<file path="src/rtl/ascii_csv_parser_pkg.sv">
// Shared types and character constants for the ASCII "a,b@" operand frame parser.
package ascii_csv_parser_pkg;

    localparam int unsigned DEFAULT_WIDTH = 16;

    localparam logic [7:0] CH_ZERO  = 8'd48;
    localparam logic [7:0] CH_NINE  = 8'd57;
    localparam logic [7:0] CH_COMMA = 8'd44;
    localparam logic [7:0] CH_TERM  = 8'd64;
    localparam logic [7:0] CH_LF    = 8'd10;
    localparam logic [7:0] CH_CR    = 8'd13;
    localparam logic [7:0] CH_SPACE = 8'd32;

    typedef enum logic [1:0] {
        S_IDLE,
        S_FIELD_A,
        S_FIELD_B,
        S_DISCARD
    } state_t;

    typedef enum logic [2:0] {
        C_DIGIT,
        C_COMMA,
        C_TERM,
        C_IGNORE,
        C_ILLEGAL
    } char_class_t;

    function automatic char_class_t classify(input logic [7:0] b);
        if (b >= CH_ZERO && b <= CH_NINE)                return C_DIGIT;
        else if (b == CH_COMMA)                          return C_COMMA;
        else if (b == CH_TERM)                           return C_TERM;
        else if (b == CH_LF || b == CH_CR || b == CH_SPACE) return C_IGNORE;
        else                                             return C_ILLEGAL;
    endfunction

endpackage

</file>
<file path="src/rtl/ascii_csv_parser_dec_accum.sv">
// Decimal field accumulator: acc*10+digit via shifts, sticky overflow, has-digit flag.
module dec_accum #(
    parameter int unsigned WIDTH = 16
) (
    input  logic             clk,
    input  logic             rst_n,
    input  logic             clear,
    input  logic             load_digit,
    input  logic [3:0]       digit,
    output logic [WIDTH-1:0] value,
    output logic             overflow,
    output logic             has_digit
);

    localparam int unsigned WW = WIDTH + 4;

    logic [WIDTH-1:0] w_base;
    logic             w_base_ovf;
    logic [WW-1:0]    w_wide;

    // A clear together with a load starts a fresh field seeded with the digit.
    assign w_base     = clear ? '0 : value;
    assign w_base_ovf = clear ? 1'b0 : overflow;
    assign w_wide     = (WW'(w_base) << 3) + (WW'(w_base) << 1) + WW'(digit);

    always_ff @(posedge clk or negedge rst_n) begin
        if (!rst_n) begin
            value     <= '0;
            overflow  <= 1'b0;
            has_digit <= 1'b0;
        end else if (load_digit) begin
            value     <= w_wide[WIDTH-1:0];
            overflow  <= w_base_ovf | (|w_wide[WW-1:WIDTH]);
            has_digit <= 1'b1;
        end else if (clear) begin
            value     <= '0;
            overflow  <= 1'b0;
            has_digit <= 1'b0;
        end
    end

endmodule

</file>
<file path="src/rtl/ascii_csv_parser.sv">
// Parses UART bytes of the form "<dec>,<dec>@" into op_a/op_b with valid/error pulses.
module ascii_csv_parser
    import ascii_csv_parser_pkg::*;
#(
    parameter int unsigned WIDTH = DEFAULT_WIDTH
) (
    input  logic             clk,
    input  logic             reset,
    input  logic             rx_ready,
    input  logic [7:0]       rx_data,
    output logic [WIDTH-1:0] op_a,
    output logic [WIDTH-1:0] op_b,
    output logic             frame_valid,
    output logic             frame_err,
    output logic             busy
);

    state_t           r_state;
    logic             r_rx_prev;
    logic             r_first;
    logic [WIDTH-1:0] r_a_hold;
    logic             r_ovf_a;

    state_t           w_state_nxt;
    char_class_t      w_cls;
    logic             w_accept;
    logic             w_acc_clear;
    logic             w_acc_load;
    logic             w_hold_load;
    logic             w_valid_nxt;
    logic             w_err_nxt;
    logic [WIDTH-1:0] w_acc_value;
    logic             w_acc_ovf;
    logic             w_acc_has;

    // r_first blocks an accept on the first clock after reset release.
    assign w_accept = rx_ready & ~r_rx_prev & ~r_first;
    assign w_cls    = classify(rx_data);

    dec_accum #(.WIDTH(WIDTH)) u_dec_accum (
        .clk        (clk),
        .rst_n      (reset),
        .clear      (w_acc_clear),
        .load_digit (w_acc_load),
        .digit      (4'(rx_data - CH_ZERO)),
        .value      (w_acc_value),
        .overflow   (w_acc_ovf),
        .has_digit  (w_acc_has)
    );

    always_comb begin
        w_state_nxt = r_state;
        w_acc_clear = 1'b0;
        w_acc_load  = 1'b0;
        w_hold_load = 1'b0;
        w_valid_nxt = 1'b0;
        w_err_nxt   = 1'b0;
        if (w_accept) begin
            unique case (r_state)
                S_IDLE: begin
                    if (w_cls == C_DIGIT) begin
                        w_acc_clear = 1'b1;
                        w_acc_load  = 1'b1;
                        w_state_nxt = S_FIELD_A;
                    end else if (w_cls != C_IGNORE) begin
                        w_state_nxt = S_DISCARD;
                    end
                end
                S_FIELD_A: begin
                    case (w_cls)
                        C_DIGIT:  w_acc_load = 1'b1;
                        C_COMMA: begin
                            if (w_acc_has) begin
                                w_hold_load = 1'b1;
                                w_acc_clear = 1'b1;
                                w_state_nxt = S_FIELD_B;
                            end else begin
                                w_state_nxt = S_DISCARD;
                            end
                        end
                        C_TERM: begin
                            w_err_nxt   = 1'b1;
                            w_state_nxt = S_IDLE;
                        end
                        C_IGNORE: ;
                        default:  w_state_nxt = S_DISCARD;
                    endcase
                end
                S_FIELD_B: begin
                    case (w_cls)
                        C_DIGIT:  w_acc_load = 1'b1;
                        C_TERM: begin
                            // Overflow in either field invalidates the whole frame.
                            if (w_acc_has && !w_acc_ovf && !r_ovf_a) w_valid_nxt = 1'b1;
                            else                                     w_err_nxt   = 1'b1;
                            w_state_nxt = S_IDLE;
                        end
                        C_COMMA: begin
                            w_err_nxt   = 1'b1;
                            w_state_nxt = S_IDLE;
                        end
                        C_IGNORE: ;
                        default:  w_state_nxt = S_DISCARD;
                    endcase
                end
                S_DISCARD: begin
                    if (w_cls == C_TERM) begin
                        w_err_nxt   = 1'b1;
                        w_state_nxt = S_IDLE;
                    end
                end
                default: w_state_nxt = S_IDLE;
            endcase
        end
    end

    always_ff @(posedge clk or negedge reset) begin
        if (!reset) begin
            r_state     <= S_IDLE;
            r_rx_prev   <= 1'b0;
            r_first     <= 1'b1;
            r_a_hold    <= '0;
            r_ovf_a     <= 1'b0;
            op_a        <= '0;
            op_b        <= '0;
            frame_valid <= 1'b0;
            frame_err   <= 1'b0;
            busy        <= 1'b0;
        end else begin
            r_rx_prev   <= rx_ready;
            r_first     <= 1'b0;
            r_state     <= w_state_nxt;
            busy        <= (w_state_nxt != S_IDLE);
            frame_valid <= w_valid_nxt;
            frame_err   <= w_err_nxt;
            if (w_hold_load) begin
                r_a_hold <= w_acc_value;
                r_ovf_a  <= w_acc_ovf;
            end
            if (w_valid_nxt) begin
                op_a <= r_a_hold;
                op_b <= w_acc_value;
            end
        end
    end

endmodule

</file>
<file path="config.mk">
export PLATFORM = sky130hd
export DESIGN_NAME = ascii_csv_parser
export DESIGN_NICKNAME = d
export VERILOG_FILES = /design/src/rtl/ascii_csv_parser_pkg.sv /design/src/rtl/ascii_csv_parser_dec_accum.sv /design/src/rtl/ascii_csv_parser.sv
export SDC_FILE = /design/constraint.sdc
export NUM_CORES = 1
export LEC_CHECK = 0
export ABC_AREA = 1
export BUFFER_PORTS_ARGS = -buffer_cell sky130_fd_sc_hd__buf_2
export CAP_MARGIN = 20
export CELL_PAD_IN_SITES_DETAIL_PLACEMENT = 2
export CELL_PAD_IN_SITES_GLOBAL_PLACEMENT = 2
export CORE_MARGIN = 2
export CORE_UTILIZATION = 35
export CTS_CLUSTER_DIAMETER = 50
export CTS_CLUSTER_SIZE = 14
export DETAILED_ROUTE_END_ITERATION = 10
export PLACE_DENSITY = 0.76
export RECOVER_POWER = 100
export REMOVE_ABC_BUFFERS = 1
export SLEW_MARGIN = 20
export SYNTH_ARGS = -nofsm -noshare
export SYNTH_HDL_FRONTEND = slang
export SYNTH_HIERARCHICAL = 1
export SYNTH_SLANG_ARGS = --single-unit
</file>
<file path="constraint.sdc">
create_clock -name clk -period 4.1 [get_ports clk]
set_input_delay 0.82 -clock clk [delete_from_list [all_inputs] [get_ports clk]]
set_output_delay 0.82 -clock clk [all_outputs]
set_load 0.05 [all_outputs]
</file>
==> run_results.csv <==
group,metric,value,unit
clock_network,insertion_delay,0.34,ns
power_and_ir_drop,power.density,612,nW/um2
synthesis,syn_inst,612,
die,top_level_ports,46,
grt,grt_max_degree,75,
final_layout,final_common_cell,"nand2_1",
grt,track_usage,0.196,
grt,grt-ovfl-total,0,
timing,holdWs,0.481,ns
synthesis,seq_area_frac_synth,0.392,
final_layout,finish.net_count,707,
placed_design,io_buffers,45,
timing,fin_worst_skew,0.00697,ns
timing,period_share,0.903,
grt,grt_pass1_wl,22200,um
placed_design,dp_hpwl,9970,um
timing,min_period,3.70,ns
detailed_routing,post_drt_wl_per_cell,15.5,um
detailed_routing,route.vias.total,4001,
die,coreArea,13200,um2
timing,final-setup-viol-count,0,
power_and_ir_drop,vdd_drop_max,0.251,mV
detailed_routing,drtPass1Iterations,4,
final_layout,antenna_cells,0,
die,die_w,120,um
clock_network,numCtsBuffers,9,
grt,antenna_found_initial,0,
setup_path,worstSetupPathType,"input port to flop",
outcome,status,"complete, but fails checks",
synthesis,synth_ff_type,"dfrtp_1",
setup_path,worstSetupEndpointType,"flop",
power_and_ir_drop,leakagePower,2.91,nW
timing,maxSlewHeadroom,-0.261,
synthesis,syn_area,4720,um2
setup_path,worstPathArrival,3.94,ns
final_layout,design_area,5370,um2
detailed_routing,drc,0,
setup_path,cp.required,4.33,ns
die,rows,42,
clock_network,clockBufferDepth,2,
run,drv_cap,1,
placed_design,postPlaceCellArea,5110,um2
setup_path,critical-path-slowest-cell,"fa_1",
final_layout,layout-drive-gt1-share,0.132,
synthesis,synth.distinct_cells,37,
timing,rsz0062_at_grt,"false",
synthesis,synth_async_sr_flop_share,1.00,
timing,tightestPinTransition,1.89,ns
timing,max_freq,270,MHz
synthesis,synth-seq-cells,74,
detailed_routing,vias_per_cell,4.74,
timing,finalMaxSlewViolations,75,
synthesis,avgSynthCellArea,7.72,um2
setup_path,critPathBufInv,5,
timing,setup_tns,0,ns
final_layout,layout_common_cells,"nand2_1, inv_1, nor2_1",
synthesis,yosysWarnings,6,
final_layout,post-route-util,0.407,
placed_design,gp_congestion,0.868,
worst_hold_path,min_path_type,"flop to flop",
die,dieArea,14400,um2
timing,hold_viol,0,
grt,grt_pass1_vias,4541,
outcome,violations,"capacitance limit, slew limit",
clock_network,cts_tree,"yes",
detailed_routing,drt_iter0_markers,129,
setup_path,path_max_fanout,7,
setup_path,critPathTopFamily,"simple AND/OR/NAND/NOR gates",
detailed_routing,wirelength,13000,um
setup_path,crit_path_start_kind,"input port",
clock_network,h-tree-depth,3,
clock_network,clockRootBuffer,"clkbuf_16",
setup_path,crit_top_cell,"nand2_1",
clock_network,clkSlewWorstSetupHoldPaths,0.06,ns
setup_path,slowest_delay,0.53,ns
clock_network,cts.sinks,74,
die,die_h,120,um
final_layout,syn2layout_area_growth,13.7,%
clock_network,ctsHoldBuffers,0,
detailed_routing,antenna_left,0,
synthesis,synth_edf_count,0,
die,start_util,0.358,
cells in the mapped netlist (all sizes together) (4+ instances only):
library cell / count / area share
nand2: 145 / 0.12
or2: 4 / 0.0058
buf: 9 / 0.020
ha: 31 / 0.082
nor2: 83 / 0.067
inv: 136 / 0.11
nand3: 21 / 0.024
o21ai: 19 / 0.020
a21oi: 49 / 0.077
nor3: 4 / 0.0053
dfrtp: 73 / 0.39
xnor2: 5 / 0.0093
mux2: 16 / 0.038
area by class of cell:
type,instances,area (um2)
clock inverters,5,103
multi-input cells,391,2230
fillers,1601,7820
well taps,176,220
flip-flops and latches,74,1850
clock buffers,11,233
inverters,136,510
repair buffers,51,214
worst register-to-register path: cells and delay by family, from the launching register on:
family	cells	cell delay [ns]
AOI/OAI and AO/OA	1	0.21
DFF	1	0.38
adders and majority gates	3	0.84
and+or+nand+nor	16	1.54
buffers and inverters	3	0.33
per-stage QoR:
stage / worst slack, ns / total power, mW / cells
floorplan: 0.111 / 1.95 / 601
global placement: -0.107 / 2.31 / 828
detailed placement: -0.226 / 2.40 / 828
CTS: 0.110 / 3.33 / 844
global route: 0.0263 / 3.57 / 844
finish: 0.396 / 3.28 / 844
what timing repair did:
action	CTS	global route
endpoints found under the setup margin	0	1
buffers inserted	0	0
resized for setup	0	3
routing by layer:
metal | share of wire | vias to the layer above | GRT usage
met5 | 0 | - | 0
met4 | 0.020 | 0 | 0.0779
met3 | 0.018 | 16 | 0.0204
met2 | 0.49 | 43 | 0.332
met1 | 0.47 | 1979 | 0.256
li1 | - | 1963 | -
path summary, 6_finish.rpt:
kind / startpoint / cells after the start / end / slack, ns
min in group asynchronous: reset / 1 / r_a_hold[14] / 1.00
worst max register to register: r_rx_prev / 23 / u_dec_accum/overflow / 0.68
worst min-delay path: r_a_hold[8] / 2 / op_a[8] / 0.48
worst min register to register: r_a_hold[8] / 2 / op_a[8] / 0.48
worst max-delay path: rx_data[1] / 25 / u_dec_accum/overflow / 0.40
max in group asynchronous: reset / 1 / r_a_hold[0] / 1.98
kinds of logic (layout without fill, tap and decap cells):
group / count (synthesis) / after routing / share of synthesized area
simple gates: 265 / 265 / 0.237
compound gates: 70 / 70 / 0.0999
mux: 16 / 16 / 0.0382
flops: 74 / 74 / 0.392
other cells: 1 / 1 / 0.000794
buf+inv: 147 / 203 / 0.130
xor+xnor: 6 / 6 / 0.0111
fa+ha+maj: 33 / 33 / 0.0906
flip-flops by register name, summed over array words and instances (netlist names):
name and flops:
u_dec_accum/value 16, r_first 1, frame_valid 1, r_a_hold 16, op_a 16, u_dec_accum/has_digit 1
r_state 2, frame_err 1, r_rx_prev 1, r_ovf_a 1, op_b 16, busy 1
u_dec_accum/overflow 1
power breakdown:
part / switching [mW] / total, mW / leakage, nW / internal (mW)
clock network: 0.314 / 0.908 / 0.160 / 0.594
logic: 1.01 / 1.53 / 1.95 / 0.520
registers: 0.0631 / 0.851 / 0.809 / 0.788
No activity file was read; power rests on OpenSTA's default activity.
